===== src/rtl/serial_adder.sv =====
// rtl/serial_adder.sv - bit-serial adder reusing one full_adder cell over WIDTH cycles
// Operands shift out LSB-first; sum bits shift in MSB-side so the result lands aligned.

module full_adder (
    input  logic a,
    input  logic b,
    input  logic cin,
    output logic sum,
    output logic cout
);
    assign sum  = a ^ b ^ cin;
    assign cout = (a & b) | (a & cin) | (b & cin);
endmodule

module serial_adder #(
    parameter int WIDTH = 4
) (
    input  logic             clk,
    input  logic             rst,
    input  logic             start,
    input  logic [WIDTH-1:0] a,
    input  logic [WIDTH-1:0] b,
    input  logic             cin,
    output logic             busy,
    output logic             done,
    output logic [WIDTH-1:0] sum,
    output logic             cout
);
    localparam int CW = $clog2(WIDTH + 1);
    localparam logic [CW-1:0] LAST = CW'(WIDTH - 1);

    typedef enum logic [1:0] {IDLE, SHIFT, DONE} state_t;

    state_t           state, state_nxt;
    logic [WIDTH-1:0] a_sr, b_sr, s_sr, s_nxt;
    logic             c_q;
    logic [CW-1:0]    cnt;
    logic             fa_sum, fa_cout;
    logic             accept, last;

    full_adder u_fa (
        .a    (a_sr[0]),
        .b    (b_sr[0]),
        .cin  (c_q),
        .sum  (fa_sum),
        .cout (fa_cout)
    );

    // A one-bit result register has no upper bits to shift down.
    generate
        if (WIDTH == 1) begin : g_narrow
            assign s_nxt = fa_sum;
        end else begin : g_wide
            assign s_nxt = {fa_sum, s_sr[WIDTH-1:1]};
        end
    endgenerate

    assign last = (cnt == LAST);

    always_comb begin
        state_nxt = state;
        busy      = 1'b0;
        done      = 1'b0;
        accept    = 1'b0;
        case (state)
            IDLE: begin
                if (start) begin
                    accept    = 1'b1;
                    state_nxt = SHIFT;
                end
            end
            SHIFT: begin
                busy = 1'b1;
                if (last) begin
                    state_nxt = DONE;
                end
            end
            DONE: begin
                done = 1'b1;
                if (start) begin
                    accept    = 1'b1;
                    state_nxt = SHIFT;
                end else begin
                    state_nxt = IDLE;
                end
            end
            default: state_nxt = IDLE;
        endcase
    end

    always_ff @(posedge clk) begin
        if (rst) begin
            state <= IDLE;
        end else begin
            state <= state_nxt;
        end
    end

    always_ff @(posedge clk) begin
        if (rst) begin
            a_sr <= '0;
            b_sr <= '0;
            s_sr <= '0;
            c_q  <= 1'b0;
            cnt  <= '0;
            sum  <= '0;
            cout <= 1'b0;
        end else if (accept) begin
            a_sr <= a;
            b_sr <= b;
            c_q  <= cin;
            cnt  <= '0;
        end else if (state == SHIFT) begin
            a_sr <= a_sr >> 1;
            b_sr <= b_sr >> 1;
            s_sr <= s_nxt;
            c_q  <= fa_cout;
            cnt  <= cnt + CW'(1);
            // Publish on the final bit so sum/cout stay stable through the next SHIFT.
            if (last) begin
                sum  <= s_nxt;
                cout <= fa_cout;
            end
        end
    end
endmodule


===== config.mk =====
export PLATFORM = sky130hd
export DESIGN_NAME = serial_adder
export DESIGN_NICKNAME = d
export VERILOG_FILES = /design/src/rtl/serial_adder.sv
export SDC_FILE = /design/constraint.sdc
export NUM_CORES = 1
export LEC_CHECK = 0
export ABC_AREA = 1
export BUFFER_PORTS_ARGS = -buffer_cell sky130_fd_sc_hd__buf_2
export CORE_MARGIN = 1
export CORE_UTILIZATION = 40
export CTS_CLUSTER_DIAMETER = 40
export DETAILED_ROUTE_END_ITERATION = 8
export PLACE_DENSITY_LB_ADDON = 0.08
export SLEW_MARGIN = 40
export SYNTH_ARGS = -nofsm -noshare
export SYNTH_HDL_FRONTEND = slang
export SYNTH_HIERARCHICAL = 1
export SYNTH_SLANG_ARGS = --single-unit

===== constraint.sdc =====
create_clock -name clk -period 1.45 [get_ports clk]
set_input_delay 0.29 -clock clk [delete_from_list [all_inputs] [get_ports clk]]
set_output_delay 0.29 -clock clk [all_outputs]
set_load 0.05 [all_outputs]

== Word level (Yosys, flattened, before mapping) ==
Cells that the tools add are included.
Storage, ports and cells
  register bits: 23
Cells by class
  reduce and logical (&&, ||, !) cells: 7
  muxes and demuxes: 14
  add/subtract/negate cells: 1
  bitwise operators: 8
  equality and inequality tests: 5
Operators by type and width (number)
  4-bit two-way mux: 4
  1-bit two-way mux: 7
  2-bit case mux with 3 select lines: 1
  2-bit two-way mux: 2
  2-bit != test (second input constant): 2
  2-bit AND reduction: 2
  2-bit OR reduction: 2
  3-bit by 1-bit adder with 3-bit output (second input constant): 1
  1-bit AND: 3
  3-bit by 2-bit equality test with 1-bit output (second input constant): 1
  3-bit AND reduction: 1
  2-bit by 1-bit equality test with 1-bit output (second input constant): 1
  2-bit equality test (second input constant): 1
  2-bit logical NOT: 1
  1-bit bitwise OR: 2
  2-bit nonzero test: 1
  1-bit bitwise XOR: 2
  1-bit inverter: 1

== Depth between registers and ports, before layout ==
  word-level depth: 5
  depth in mapped cells: 7
  gate-level depth less buffers: 7

== Cells and area by module ==
Netlist, hierarchy kept.
By module, submodules not included
  serial_adder: cells each 129, times used 1, area an instance 942.2 um^2
  full_adder: cells each 1, times used 1, area an instance 20.0 um^2

== Least setup slack after synthesis ==
No wires, ideal clock.
  kind: reg-to-output
  start: reg state[1]
  end: out done
  data required time: 1.160 ns
  buffers on the path: 0
  arrival time: 1.086 ns
  path slack: 0.074 ns
  cell stages (with the launch flop): 3
  cells stage by stage: dfxtp_1 -> inv_1 -> nor2_1
Between the ends
  longest elaborated chain between the ends: 2
Ends and longest elaborated chain
  start: declaration: RTL line 34  | state_t state, state_nxt;
  start signal: assignment: RTL line 95  | state <= state_nxt;
  2-bit equality test: RTL line 65  | case (state)
  1-bit two-way mux: RTL line 65
  end: declaration: RTL line 25  | output logic done,
No other way between the ends.

== Worst setup path after layout ==
  start: reg state[0]
  end: out busy
Between the ends
  longest elaborated chain between the ends: 2
Ends and longest elaborated chain
  2-bit by 1-bit equality test with 1-bit output: RTL line 65
  1-bit two-way mux: RTL line 65
  end: declaration: RTL line 24  | output logic busy,
No other way between the ends.

==> metrics.csv <==
stage;metric;value;unit
run_status;status;completed;
sta;worst rel slew slack;0.812;
synth;Gate Count Post-Synth;130;
clocking;clk slew on worst S/H paths;0.12;ns
sta;Final Critical Period;1.38;ns
floorplanning;Initial Utilization;0.431;
synth;post-synth top area share;0.458;
global_routing;first-pass GRT wire length;3460;µm
placed_design;total placed cells including tap cells;178;
critical_path;Critical Path Start;state[0]$_SDFFE_PP0P_;
critical_path;R2R setup slack;0.21;ns
floorplanning;Die Wd;51.0;µm
synth;cell taking the most area after synthesis;dfxtp_1;
clocking;TritonCTS clock tree;yes;
floorplanning;num ports;19;
worst_hold_path;Hold Crit Depth;3;
global_routing;vias in the first global route;805;
global_routing;largest net degree at the start of global routing;12;
clocking;# clock sinks;22;
clocking;Inserted Clock Buffers;3;
layout;Final Non-Filler Cells;181;
clocking;Hold Buf Count CTS;0;
critical_path;Crit Path Category;flip-flop to output pin;
sta;Worst Tran Pin Value;0.281;ns
power_and_ir_drop;Leak;0.575;nW
worst_hold_path;hold crit path type;input pin to flip-flop;
synth;#FFs+latches synth;22;
power_and_ir_drop;Overall Power;1.13;mW
critical_path;Reg2Reg Launch Point;state[1]$_SDFFE_PP0P_;
placed_design;post-DP HPWL;1560;µm
clocking;Clk Latency, worst-skew pair;0.30;ns
clocking;setup bufs post-CTS;0;
layout;area grow syn2layout;19.2;%
synth;syn avg cell area;7.40;µm²
critical_path;Top delay family on crit path;flip-flops;
detailed_routing;drt via density;4.77;
synth;Mapped Area;962;µm²
sta;final setup fails;0;
critical_path;CP Capture Type;output pin;
detailed_routing;1st-iter DRT viols;20;
clocking;Max clock buf depth;2;
sta;Final Cycle Share;0.953;
sta;Achievable Freq;724;MHz
critical_path;Crit Path Max Fanout;6;
synth;Seq/Total Area, Yosys;0.458;
sta;setup_tns;0;ns
synth;synth top area cells;dfxtp_1 46%, nor2_1 11%, nand2_1 8.6%, o21ai_0 5.7%, inv_1 5.5%;
critical_path;r2r endpoint;b_sr[2]$_SDFFE_PP0P_;
detailed_routing;wirelength, routed;2010;µm
floorplanning;chip height;51.0;µm
critical_path;Crit-path slowest cell;dfxtp_2;
critical_path;crit path launch type;flip-flop;
synth;Syn Nets;145;
synth;count of cell types in the netlist;18;
global_routing;total grt overflow;0;
floorplanning;die area;0.00261;mm²
clocking;Root Buffer;clkbuf_4;
critical_path;Critical Path RT;1.16;ns
floorplanning;num rows;17;
sta;clk_skew;0.00617;ns
detailed_routing;drt wl/cell;11.1;µm
detailed_routing;post-route ant nets;0;
floorplanning;CORE AREA;0.00223;mm²
power_and_ir_drop;Power Density;986;mW/mm²
job;total of max-cap violations;0;
sta;unrepaired setup endpoints after global routing;no;
worst_hold_path;worst min-delay path endpoint;a_sr[3]$_SDFFE_PP0P_;
power_and_ir_drop;Peak VDD IR;0.494;mV
critical_path;CP Cell Sequence;inv_2 -> nor2_4 -> buf_6;
synth;warnings from Yosys;6;
clocking;CTS H-Tree Depth;1;
layout;nets;170;
critical_path;max incr delay on CP;0.41;ns
detailed_routing;DRT Pass-1 Iters;4;
critical_path;Reg2Reg Depth;5;
placed_design;IO Port Bufs;18;
global_routing;gr usage total;0.176;
layout;fraction of layout instances using a drive strength above 1;0.229;
sta;WHS;0.229;ns
worst_hold_path;min-delay src;a[3];
detailed_routing;DRC viols;0;
layout;# diodes;0;
sta;Final Max Slew Viols;0;
placed_design;Final Wtd Congestion;0.827;
critical_path;CP arrival;1.09;ns
detailed_routing;via count;863;
global_routing;initial antenna violation count;0;
critical_path;CP bufs+invs;2;
sta;endpoints failing hold;0;
clocking;PostCTS Resize Cnt;4;
final cells by class:
class	instances	area, µm²
repair buffers	23	140
inverters	15	56.3
multi-input cells	90	450
well taps	28	35.0
flip-flops and latches	22	443
fillers	243	1090
clock buffers	3	22.5
state kept, by name, summed over array words and instances, names as in the netlist:
signal,count
state,2
cout,1
a_sr,4
c_q,1
b_sr,4
cnt,3
s_sr,3
sum,4
metrics by stage:
step            util  setup WS [ns]  cell area (µm²)
2_1_floorplan      -         0.0743              962
5_1_grt        0.514         0.0125             1150
3_3_place_gp   0.495          0.206             1100
4_1_cts        0.509        0.00419             1140
3_5_place_dp   0.495          0.145             1100
6_report       0.514         0.0679             1150
worst reg2reg max path, cell delays in order (launching register included):
cell     delay (ns)
dfxtp_2        0.37
inv_1          0.09
nand2_1        0.24
nand2_1        0.19
o21ai_0        0.19
nor2_1         0.07
worst max-delay path by stage:
| stage | end | slack (ns) | cells past startpoint |
|---|---|---|---|
| floorplan | done | 0.07 | 2 |
| global placement | sum[0]$_SDFFE_PP0P_ | 0.21 | 6 |
| detailed placement | sum[2]$_SDFFE_PP0P_ | 0.15 | 6 |
| CTS | done | 0.004 | 3 |
| global route | busy | 0.01 | 3 |
| finish | busy | 0.07 | 3 |
cells in the mapped netlist (all sizes together):
cell / count
nor3: 2
nand2: 24
o21ai: 11
inv: 15
buf: 3
xor2: 1
dfxtp: 22
nand3b: 2
nand3: 8
ha: 2
a21oi: 8
fa: 1
nor2: 31
kinds of logic after synthesis:
group                      after synthesis  synth area share
AOI/OAI and AO/OA                       19            0.0988
xor gates and xnor gates                 1           0.00910
adders and majority gates                3            0.0468
buffers and inverters                   18            0.0793
DFF                                     22             0.458
and+or+nand+nor                         67             0.308
per-layer routing:
layer	up-vias	wire [µm]	global-route usage
li1	452	-	-
met2	22	920	0.294
met3	2	87	0.0327
met4	0	14	0.0556
met5	-	0	0
met1	387	991	0.228
where the power goes:
group          switching [mW]  leakage, nW  total [mW]  internal, mW
Sequential             0.0250        0.181       0.668         0.643
Combinational           0.114        0.380       0.191        0.0761
Clock                   0.176       0.0138       0.273        0.0966
layout by cell type, fill, tap and decap left out, drive strengths merged:
master	instances
nor2	31
nand2	24
buf	23
dfxtp	22
inv	15
o21ai	11
a21oi	8
nand3	8
clkbuf	3
nand3b	2
nor3	2
ha	2
xor2	1
fa	1
Note: power is estimated with default switching activity, not from simulation.
